File: src/rtl/note_sequencer.sv
// ---------------------------------------------------------------------------
// note_sequencer
//
// Generates trigger pulses for one note lane from a chart memory. Each chart
// word holds the number of frames to wait after the previous note. When the
// wait is over, the sequencer sends a one-cycle trigger to a free slot of the
// lane's falling-note block. The sequencer keeps its own count of how long
// each slot stays busy. A slot is free again only after its note has left
// the screen.
//
// Configuration macro: NOTE_SEQ_LOOP_EN
//   defined   - an END word sends playback back to address 0. The chart
//               loops forever and DONE is never reached.
//   undefined - an END word stops playback in DONE.
//
// Parameters:
//   ADDR_W      chart memory address width
//   SLOT_FRAMES frames a slot stays busy after its trigger
//
// Ports:
//   Clk         system clock; all logic runs on its rising edge
//   Reset       asynchronous active-low reset
//   frame_clk   VGA frame clock (vsync-rate level), asynchronous to Clk
//   start       one-cycle pulse; starts playback at address 0
//   chart_data  chart word, valid 1 Clk after chart_addr
//               [15] = END, [14:0] = delay in frames
//   chart_addr  chart read address
//   trigger     one-hot, one-Clk pulses; bit k drives slot k+1
//   busy        high in every state except IDLE and DONE
//   done        high in DONE
//   dropped     sticky; set when a note fires and no slot is free
//   note_count  number of notes triggered since start
// ---------------------------------------------------------------------------
module note_sequencer #(
    parameter int ADDR_W      = 8,
    parameter int SLOT_FRAMES = 97
) (
    input  logic              Clk,
    input  logic              Reset,
    input  logic              frame_clk,
    input  logic              start,
    input  logic [15:0]       chart_data,
    output logic [ADDR_W-1:0] chart_addr,
    output logic [19:0]       trigger,
    output logic              busy,
    output logic              done,
    output logic              dropped,
    output logic [15:0]       note_count
);

    localparam int NUM_SLOTS = 20;

    typedef enum logic [2:0] {IDLE, FETCH, LOAD, WAIT, FIRE, DONE} state_t;

    state_t               state;
    state_t               next_state;
    logic                 frame_sync1;
    logic                 frame_sync2;
    logic                 frame_prev;
    logic                 tick;
    logic [14:0]          wait_cnt;
    logic [6:0]           slot_cnt [NUM_SLOTS];
    logic [NUM_SLOTS-1:0] free_onehot;
    logic                 any_free;
    logic                 fire_enter;

    // Bring frame_clk into the Clk domain with two flops, then detect its
    // rising edge. The tick is registered, so it is one Clk wide and goes
    // high 3 Clk after frame_clk rises.
    always_ff @(posedge Clk or negedge Reset) begin
        if (!Reset) begin
            frame_sync1 <= 1'b0;
            frame_sync2 <= 1'b0;
            frame_prev  <= 1'b0;
            tick        <= 1'b0;
        end else begin
            frame_sync1 <= frame_clk;
            frame_sync2 <= frame_sync1;
            frame_prev  <= frame_sync2;
            tick        <= frame_sync2 & ~frame_prev;
        end
    end

    // Find the lowest-numbered free slot. This reads the registered counters.
    // A counter that reaches zero in the current cycle therefore counts as
    // free only from the next cycle on.
    always_comb begin
        free_onehot = '0;
        any_free    = 1'b0;
        for (int k = 0; k < NUM_SLOTS; k++) begin
            if (slot_cnt[k] == 7'd0 && !any_free) begin
                free_onehot[k] = 1'b1;
                any_free       = 1'b1;
            end
        end
    end

    // Slot occupancy timers. They run in every state, so notes that are
    // still on screen stay tracked while the sequencer is idle.
    always_ff @(posedge Clk or negedge Reset) begin
        if (!Reset) begin
            for (int k = 0; k < NUM_SLOTS; k++) begin
                slot_cnt[k] <= 7'd0;
            end
        end else begin
            for (int k = 0; k < NUM_SLOTS; k++) begin
                if (fire_enter && any_free && free_onehot[k]) begin
                    slot_cnt[k] <= 7'(SLOT_FRAMES);
                end else if (tick && slot_cnt[k] != 7'd0) begin
                    slot_cnt[k] <= slot_cnt[k] - 7'd1;
                end
            end
        end
    end

    // State register.
    always_ff @(posedge Clk or negedge Reset) begin
        if (!Reset) begin
            state <= IDLE;
        end else begin
            state <= next_state;
        end
    end

    // Next-state logic. The FIRE cycle is the cycle in which trigger is high.
    // The slot is therefore chosen on the edge that enters FIRE.
    always_comb begin
        next_state = state;
        case (state)
            IDLE:  if (start) next_state = FETCH;
            FETCH: next_state = LOAD;
            LOAD: begin
                if (chart_data[15]) begin
`ifdef NOTE_SEQ_LOOP_EN
                    next_state = FETCH;
`else
                    next_state = DONE;
`endif
                end else if (chart_data[14:0] == 15'd0) begin
                    next_state = FIRE;
                end else begin
                    next_state = WAIT;
                end
            end
            WAIT:  if (tick && wait_cnt == 15'd1) next_state = FIRE;
            FIRE:  next_state = FETCH;
            DONE:  if (start) next_state = FETCH;
            default: next_state = IDLE;
        endcase
        fire_enter = (next_state == FIRE);
    end

    // Address, wait counter, trigger and note statistics.
    always_ff @(posedge Clk or negedge Reset) begin
        if (!Reset) begin
            chart_addr <= '0;
            trigger    <= '0;
            dropped    <= 1'b0;
            note_count <= 16'd0;
            wait_cnt   <= 15'd0;
        end else begin
            trigger <= '0;
            case (state)
                IDLE, DONE: begin
                    if (start) begin
                        chart_addr <= '0;
                        note_count <= 16'd0;
                        dropped    <= 1'b0;
                    end
                end
                LOAD: begin
                    if (chart_data[15]) begin
`ifdef NOTE_SEQ_LOOP_EN
                        chart_addr <= '0;
`endif
                    end else begin
                        wait_cnt <= chart_data[14:0];
                    end
                end
                WAIT: begin
                    if (tick) wait_cnt <= wait_cnt - 15'd1;
                end
                FIRE: chart_addr <= chart_addr + ADDR_W'(1);
                default: ;
            endcase
            if (fire_enter) begin
                if (any_free) begin
                    trigger    <= free_onehot;
                    note_count <= note_count + 16'd1;
                end else begin
                    dropped <= 1'b1;
                end
            end
        end
    end

    assign busy = (state != IDLE) && (state != DONE);
    assign done = (state == DONE);

endmodule

File: config.mk
export PLATFORM = sky130hd
export DESIGN_NAME = note_sequencer
export DESIGN_NICKNAME = d
export VERILOG_FILES = /design/src/rtl/note_sequencer.sv
export SDC_FILE = /design/constraint.sdc
export NUM_CORES = 1
export LEC_CHECK = 0
export CAP_MARGIN = 20
export CORE_ASPECT_RATIO = 2
export CORE_MARGIN = 2
export CORE_UTILIZATION = 60
export CTS_CLUSTER_SIZE = 16
export DETAILED_ROUTE_END_ITERATION = 10
export GPL_TIMING_DRIVEN = 0
export PLACE_DENSITY = 0.81
export SYNTH_ARGS = -nofsm -noshare
export SYNTH_HDL_FRONTEND = slang
export SYNTH_SLANG_ARGS = --single-unit
File: constraint.sdc
create_clock -name Clk -period 3.14 [get_ports Clk]
set_input_delay 0.628 -clock Clk [delete_from_list [all_inputs] [get_ports Clk]]
set_output_delay 0.628 -clock Clk [all_outputs]
set_load 0.1 [all_outputs]
==> flow_summary.json, run 1 <==
{
  "status": "complete, no violations",
  "r2r_slack_ps": 210,
  "wl_per_cell_um": 17.3,
  "finalWorstSetupSlack_ps": 155,
  "die_area_um2": 18800,
  "drc": 0,
  "design.core.area_um2": 17300,
  "gp_congestion": 0.931,
  "crit_required_ps": 2510,
  "start_kind": "register",
  "fmax_mhz": 335,
  "period_needed_ps": 2990,
  "multi_input_area_um2": 5010,
  "grt_pass1_wl_mm": 40.1,
  "path_class": "register to output port",
  "critPathBufInv": 3,
  "crit_arrival_ps": 2360,
  "totalWireLength_mm": 23.7,
  "rsz0062_at_grt": "false",
  "dr.pass1.iters": 5,
  "end_kind": "output port",
  "initial_utilization_pct": 61.2,
  "syn2layout_area_growth_pct": 15.6,
  "post-place-ws_ps": -201,
  "yosysSeqAreaShare_pct": 49.0,
  "fin_skew_ps": 15.0,
  "io_buffers": 66,
  "die_x_um": 97.8,
  "drive_above_1_share_pct": 6.17,
  "cts_buffers": 20,
  "slowest_stage": "dlygate4sd2_1",
  "fp-row-count": 68,
  "num_antenna_cells": 0,
  "synthArstFlopShare_pct": 100,
  "filler_cell_count": 1301,
  "crit_family": "buffers and inverters",
  "vias": 8263,
  "drt_iter0_drc": 422,
  "path_max_fanout": 10,
  "boundaryPins": 67,
  "htreeDepth": 1,
  "worstMarginPinSlew_ps": 1010,
  "ys_warn_count": 0,
  "overflow": 0,
  "hold_viol": 0,
  "yosys.area.top_type_share_pct": 49.0,
  "r2r_end": "slot_cnt[1]",
  "finalMaxSlewViolations": 0,
  "synth_most_common_cell": "dfrtp_1",
  "synth_top_cell_by_area": "dfrtp_1",
  "regArea_um2": 5180,
  "hold_class": "input port to async pin",
  "clock-sinks": 207,
  "avgSynthCellArea_um2": 9.93,
  "ant_nets": 0,
  "synth_edf_count": 0,
  "p_leak_nw": 5.31,
  "cts-root-buf": "clkbuf_16",
  "cp_cell_sequence": "clkbuf_1 -> xor2_1 -> nor2_1 -> inv_1 -> dlygate4sd2_1",
  "holdWs_ps": 20.5,
  "postSynthCellCount": 1064,
  "dp_hpwl_mm": 16.9,
  "cts_hold_buf": 0,
  "grt_pass1_vias": 8517,
  "r2r_cells": 10,
  "layout.nets": 1212,
  "vias_per_cell": 6.01,
  "grt_max_degree": 92,
  "cts_tree": "done",
  "grt_usage_pct": 25.7,
  "setup_viol": 0,
  "final_core_util_pct": 70.7,
  "cts.reportedPaths.clkPinSlew_ps": 60,
  "syn-cell-area_um2": 10600,
  "place_area_um2": 11600,
  "drv_cap": 0,
  "ys_top_cells_by_area": "dfrtp_1 (49%), xnor2_1 (5.0%), nand2_1 (4.4%)",
  "fin_area_um2": 12200,
  "clock_insertion_delay_worst_skew_ps": 500,
  "r2r-start": "slot_cnt[119]",
  "post-route-period-util_pct": 95.1,
  "synth_fp_nets": 1121,
  "ys_top_cells_by_count": "dfrtp_1 (207), nand2_1 (125), nor2_1 (64)",
  "max_slew_margin_pct": 32.4,
  "die_y_um": 192,
  "crit_path_max_incr_delay_ps": 850,
  "synth_flop_cell": "dfrtp_1",
  "powerDensity_nw_per_um2": 881,
  "ys_seq_elements": 207,
  "vdd_drop_max_mv": 0.622,
  "synth_cell_types": 72,
  "clock_path_buffers": 3,
  "antenna_found_initial": 0
}
-- final cells by class --
class,instances,area share (%)
multi-input cells,766,41.0
clock inverters,4,0.666
plain buffers,30,1.27
well taps,210,2.15
clock buffers,29,4.63
flip-flops and latches,207,42.4
repair buffers,69,5.94
inverters,61,1.88
-- how the worst max path moves through the flow --
stage | end | slack [ps] | cells after the start | startpoint
after CTS | done | 60 | 4 | state[0]
after global routing | slot_cnt[1] | 30 | 10 | slot_cnt[119]
final | busy | 150 | 5 | state[0]
after floorplan | done | 560 | 3 | state[0]
after detailed placement | slot_cnt[71] | -200 | 8 | chart_data[0]
after global placement | trigger[9] | -7130 | 1 | Reset
-- cell families (layout without fill, tap and decap cells) --
logic type | Yosys count | after routing | share of synthesized area [%]
flip-flops | 207 | 207 | 49.0
AO/OA/AOI/OAI | 178 | 178 | 11.4
buffers and inverters | 91 | 193 | 3.64
XOR/XNOR | 102 | 102 | 8.45
AND/OR/NAND/NOR | 434 | 434 | 21.7
adder cells (fa/ha/maj) | 37 | 37 | 4.38
multiplexers | 15 | 15 | 1.42
-- metrics by stage --
stage | setup TNS, ps | std cells | total power [mW]
final | 0 | 1376 | 10.8
after global routing | 0 | 1376 | 11.5
after CTS | 0 | 1376 | 10.8
after detailed placement | -1760 | 1343 | 8.31
after global placement | -1472390 | 1340 | 8.13
after floorplan | 0 | 1064 | 7.30
-- power breakdown --
group	switching (mW)	internal, mW	total [mW]	leakage (nW)
sequential	1.03	3.68	4.72	2.52
clock	1.01	1.42	2.43	0.313
combinational	2.13	1.48	3.61	2.47
-- state kept, by name (all words and copies together) (netlist names) --
name         count
wait_cnt        15
dropped          1
frame_sync1      1
trigger         20
chart_addr       8
state            3
tick             1
slot_cnt       140
note_count      16
frame_prev       1
frame_sync2      1
-- timing repair --
action                     in CTS  in global routing
pin swaps                       0                  0
gates resized for setup         2                  3
setup buffers                   0                  0
setup endpoints to repair       2                  3
cloned                          0                  0
-- per-layer routing --
| layer | GRT usage, % | routed length, um |
|---|---|---|
| met1 | 28.9 | 9160 |
| met2 | 48.7 | 13100 |
| met3 | 3.02 | 828 |
| met4 | 10.5 | 683 |
| met5 | 0 | 0 |
-- worst reg2reg max path, cell delays in order, from the launching register on --
cell and delay [ps]:
dfrtp_1 370, inv_1 80, ha_1 210, or3b_1 200
or4_1 100, buf_2 190, nand4_2 310, nor3_4 640
buf_6 260, nand4_1 240, and2_1 240
-- layout by cell type (no fill, tap or decap), drive strengths merged, types with 27 or more instances in the layout --
master,instances
nand2,125
clkdlybuf4s50,63
dfrtp,207
nand3,42
or3,27
xnor2,60
nor2,65
ha,37
nor3,37
o21ai,63
nor4,56
clkbuf,48
xor2,42
a21oi,43
inv,61
(Power assumes the default switching activity.)
==> run 2, diff against run 1 <==
CAP_MARGIN = default   (was 20)
==> run 2 against run 1 <==
Net effect:
- hold slack worse by 6.3 ps
- sequential power hardly changed
- routed wire length is 1.1% higher
- total power is 0.77% higher
- clock power is 3% higher
- via count is 1.1% higher
- first-iteration DRC count is 6.6% lower
- global-route usage is 0.27 points higher
- clock skew is 2.9 ps lower
==> flow_summary.json, run 2 (synthesized netlist as in run 1, its figures left out) <==
{
  "status": "complete, no violations",
  "cts.reportedPaths.clkPinSlew_ps": 60,
  "p_leak_nw": 5.32,
  "fin_area_um2": 12200,
  "crit_path_max_incr_delay_ps": 850,
  "setup_viol": 0,
  "end_kind": "output port",
  "r2r_slack_ps": 170,
  "layout.nets": 1211,
  "dr.pass1.iters": 5,
  "routed.top_layer": "met4",
  "crit_end": "busy",
  "crit_family": "buffers and inverters",
  "vdd_drop_max_mv": 0.619,
  "boundaryPins": 67,
  "power_mw": 10.8,
  "r2r-start": "slot_cnt[119]",
  "cts_buffers": 20,
  "clock_path_buffers": 3,
  "wl_met2_mm": 13.1,
  "route.met3.wl_um": 974,
  "num_antenna_cells": 0,
  "design.core.area_um2": 17300,
  "die_area_um2": 18800,
  "crit_required_ps": 2510,
  "fin_skew_ps": 12.0,
  "hold_viol": 0,
  "grt_pass1_vias": 8629,
  "fp-row-count": 68,
  "final_cell_mix": "dfrtp_1 (207), nand2_1 (125), nor2_1 (64)",
  "post-route-period-util_pct": 95.3,
  "antenna_found_initial": 0,
  "vias_per_cell": 6.07,
  "powerDensity_nw_per_um2": 886,
  "grt_pass1_wl_mm": 40.4,
  "die_x_um": 97.8,
  "initial_utilization_pct": 61.2,
  "worstMarginPinSlew_ps": 1010,
  "start_kind": "register",
  "cts-root-buf": "clkbuf_16",
  "fmax_mhz": 334,
  "instances_no_fill": 1377,
  "die_y_um": 192,
  "grt_usage_pct": 26.0,
  "cp_cell_sequence": "clkbuf_1 -> xor2_1 -> nor2_1 -> inv_1 -> dlygate4sd2_1",
  "place_area_um2": 11600,
  "wl_per_cell_um": 17.4,
  "clock-sinks": 207,
  "hold_class": "input port to async pin",
  "crit_arrival_ps": 2360,
  "r2r_cells": 10,
  "r2r_end": "slot_cnt[1]",
  "largest_register": "slot_cnt",
  "crit_start": "state[0]",
  "placed_cells": 1342,
  "overflow": 0,
  "post_cts_buffers": 0,
  "gp_congestion": 0.931,
  "totalWireLength_mm": 24.0,
  "period_needed_ps": 2990,
  "path_max_fanout": 10,
  "vias": 8354,
  "drc": 0,
  "max_slew_margin_pct": 32.5,
  "wirelength_met1_mm": 9.00,
  "reg.largest.list": "slot_cnt x140, trigger x20, note_count x16",
  "cts_hold_buf": 0,
  "htreeDepth": 1,
  "finalMaxSlewViolations": 0,
  "grt_max_degree": 92,
  "clock_insertion_delay_worst_skew_ps": 500,
  "drv_cap": 0,
  "slowest_stage": "dlygate4sd2_1",
  "dp_hpwl_mm": 17.0,
  "ant_nets": 0,
  "final_core_util_pct": 70.8,
  "syn2layout_area_growth_pct": 15.8,
  "cts_tree": "done",
  "drt_iter0_drc": 394,
  "critPathBufInv": 3,
  "io_buffers": 66,
  "layout_commonest_cell": "dfrtp_1",
  "drive_above_1_share_pct": 6.60,
  "cp.depth": 5,
  "path_class": "register to output port",
  "largest_reg_flops": 140
}
run 2: repair_timing:
item | CTS | global route
endpoints found under the setup margin | 2 | 3
gates resized for setup | 2 | 3
endpoints found under the hold margin | 0 | 0
run 2: final cells by class:
class	instances	area [um^2]
fill	1289	5040
sequential	207	5180
clock buffer	28	582
tap	210	263
clock inverter	7	91.3
multi-input combinational	766	5020
timing repair buffer	68	714
inverter	61	229
buffer	30	155
run 2: metal layers:
| layer | vias to the layer above | GRT usage [%] |
|---|---|---|
| met4 | 0 | 11.3 |
| met3 | 83 | 3.53 |
| met2 | 228 | 49.3 |
| met1 | 4096 | 28.5 |
| met5 | - | 0 |
| li1 | 3947 | - |
run 2: metrics by stage:
| stage | worst slack [ps] | hold slack [ps] | TNS [ps] |
|---|---|---|---|
| after floorplan | 559 | 331 | 0 |
| after global placement | -7130 | 347 | -1472390 |
| after detailed placement | -201 | 344 | -1860 |
| after CTS | 57.0 | 22.1 | 0 |
| after global routing | -0.234 | 34.2 | -0.234 |
| final | 147 | 14.2 | 0 |
run 2: worst min-delay path by stage:
stage | slack (ps) | startpoint | end | cells after the start
floorplan | 330 | Reset | chart_addr[0] | 0
global placement | 350 | frame_sync1 | frame_sync2 | 0
detailed placement | 340 | frame_sync1 | frame_sync2 | 0
CTS | 20 | Reset | slot_cnt[122] | 1
global route | 30 | Reset | slot_cnt[122] | 1
finish | 10 | Reset | slot_cnt[122] | 1
run 2: where the power goes:
part	switching, mW	internal (mW)	total, mW
logic	2.14	1.48	3.61
registers	1.04	3.68	4.73
clock network	1.04	1.46	2.50
total	4.22	6.62	10.8
==> run 3, diff against run 2 <==
CORE_MARGIN = 10   (was 2)
CTS_CLUSTER_DIAMETER = 60   (was default)
DONT_BUFFER_PORTS = 1   (was default)
PLACE_DENSITY = 0.76   (was 0.81)
==> run 3 against run 2 <==
Net effect:
- the run now ends with hold timing left
- routed wire length decreased by 1.7%
- flip-flop and latch count unchanged
- combinational power decreased by 11%
- via count decreased by 5.8%
- sequential share of layout area increased by 3.5 points
- register-to-register slack improved by 50 ps
- utilization decreased by 5.4 points
- die area increased by 26%
- clock skew decreased by 2.0 ps
- largest cell class unchanged
==> flow_summary.json, run 3 (synthesized netlist as in run 1, its figures left out) <==
{
  "path_class": "register to register",
  "largest_reg_flops": 140,
  "hold_class": "input port to async pin",
  "dr.pass1.iters": 5,
  "die_x_um": 114,
  "overflow": 0,
  "fmax_mhz": 343,
  "drv_cap": 0,
  "hold_viol": 207,
  "post_cts_buffers": 0,
  "reg.largest.list": "slot_cnt x140, trigger x20, note_count x16",
  "end_kind": "register",
  "use_met3_pct": 3.56,
  "cts-root-buf": "clkbuf_16",
  "clock-sinks": 207,
  "period_needed_ps": 2920,
  "grt_usage_pct": 19.7,
  "grt_pass1_wl_mm": 39.6,
  "crit_required_ps": 3470,
  "setup_viol": 0,
  "vdd_drop_max_mv": 0.595,
  "clock_insertion_delay_worst_skew_ps": 470,
  "layout_commonest_cell": "dfrtp_1",
  "io_buffers": 0,
  "cts_tree": "done",
  "die_y_um": 208,
  "final_cell_mix": "dfrtp_1 (207), nand2_1 (125), nor2_1 (64)",
  "ant_nets": 0,
  "combPwrFrac_pct": 32.1,
  "totalWireLength_mm": 23.6,
  "htreeDepth": 1,
  "drt_iter0_drc": 402,
  "drc": 0,
  "failed_checks": "hold timing",
  "status": "finished with violations",
  "sw_frac_of_total_pct": 39.6,
  "vias": 7872,
  "post-route-period-util_pct": 92.8,
  "wl_per_cell_um": 18.2,
  "gp_congestion": 0.893,
  "dp_hpwl_mm": 16.8,
  "fin_skew_ps": 10.0,
  "grt.busiest_layer": "met2",
  "num_antenna_cells": 0,
  "drive_above_1_share_pct": 5.35,
  "clock_path_buffers": 3,
  "design.core.area_um2": 17300,
  "crit_path_max_incr_delay_ps": 510,
  "crit_arrival_ps": 3250,
  "cp_cell_sequence": "inv_1 -> ha_1 -> or3b_1 -> or4_1 -> nand2_1 -> nor3_4 -> buf_6 -> a21oi_1 -> o211ai_1",
  "cts.reportedPaths.clkPinSlew_ps": 70,
  "max_slew_margin_pct": 12.5,
  "rsz0062_at_grt": "false",
  "p_int_mw": 6.04,
  "cts_resized": 0,
  "powerDensity_nw_per_um2": 885,
  "cts_buffers": 16,
  "largest_register": "slot_cnt",
  "setup-tns-final_ps": 0,
  "path_max_fanout": 10,
  "syn2layout_area_growth_pct": 6.95,
  "boundaryPins": 67,
  "power_switching_mw": 3.96,
  "antenna_found_initial": 0,
  "worstMarginPinSlew_ps": 1290,
  "start_kind": "register",
  "power_frac_seq_pct": 49.4,
  "instances_no_fill": 1294,
  "p_leak_nw": 4.95,
  "fp-row-count": 68,
  "initial_utilization_pct": 61.2,
  "die_area_um2": 23600,
  "critPathBufInv": 2,
  "layout.nets": 1141,
  "grt_max_degree": 208,
  "slowest_stage": "or4_1",
  "grt_pass1_vias": 8198,
  "holdWs_ps": -151,
  "crit_family": "simple AND/OR/NAND/NOR gates",
  "grt_util_met1_pct": 21.1,
  "vias_per_cell": 6.08,
  "finalMaxSlewViolations": 0,
  "placed_cells": 1276,
  "use_met2_pct": 37.0,
  "clkPwrFrac_pct": 18.5
}
==> run 3: final timing paths <==
path | end | start | slack (ps) | cells after the start
worst min register to register | frame_sync2 | frame_sync1 | 360 | 0
min in group Clk | frame_sync1 | frame_clk | 190 | 0
worst max register to register | note_count[3] | slot_cnt[98] | 220 | 9
worst max-delay path | note_count[3] | slot_cnt[98] | 220 | 9
max in group asynchronous | slot_cnt[69] | Reset | 2970 | 0
worst min-delay path | slot_cnt[124] | Reset | -150 | 0
==> run 3: worst reg2reg max path: cells and delay by family (launching register included) <==
family,cells,cell delay [ps]
buf+inv,2,290
simple gates,4,1350
compound gates,2,560
fa+ha+maj,1,180
flops,1,400
==> run 3: routing by layer <==
layer	wire length, um	vias up
met1	8920	3867
met2	12800	157
li1	-	3800
met4	639	0
met3	1180	48
met5	0	-
==> run 3: layout make-up <==
type	count	area [um^2]
fillers	1393	5970
multi-input cells	766	5010
repair buffers	2	31.3
flip-flops and latches	207	5180
plain buffers	30	155
inverters	61	229
well taps	210	263
clock buffers	18	429
==> run 3: power by group through the flow <==
stage                     clock network (mW)  logic (mW)  registers [mW]
after floorplan                            0        2.60            4.70
after global placement                     0        3.06            4.92
after detailed placement                   0        3.19            4.96
after CTS                               1.89        3.22            4.93
after global routing                    1.98        3.66            5.09
final                                   1.85        3.21            4.94
==> run 3: per-stage QoR <==
step                power, mW  util [%]  setup WS [ps]  cell area, um^2
global placement         7.98      62.7            173            10800
finish                   10.0      65.4            225            11300
CTS                      10.0      65.4            246            11300
detailed placement       8.15      62.9            156            10900
floorplan                7.30         -            559            10600
global route             10.7      65.4           35.0            11300
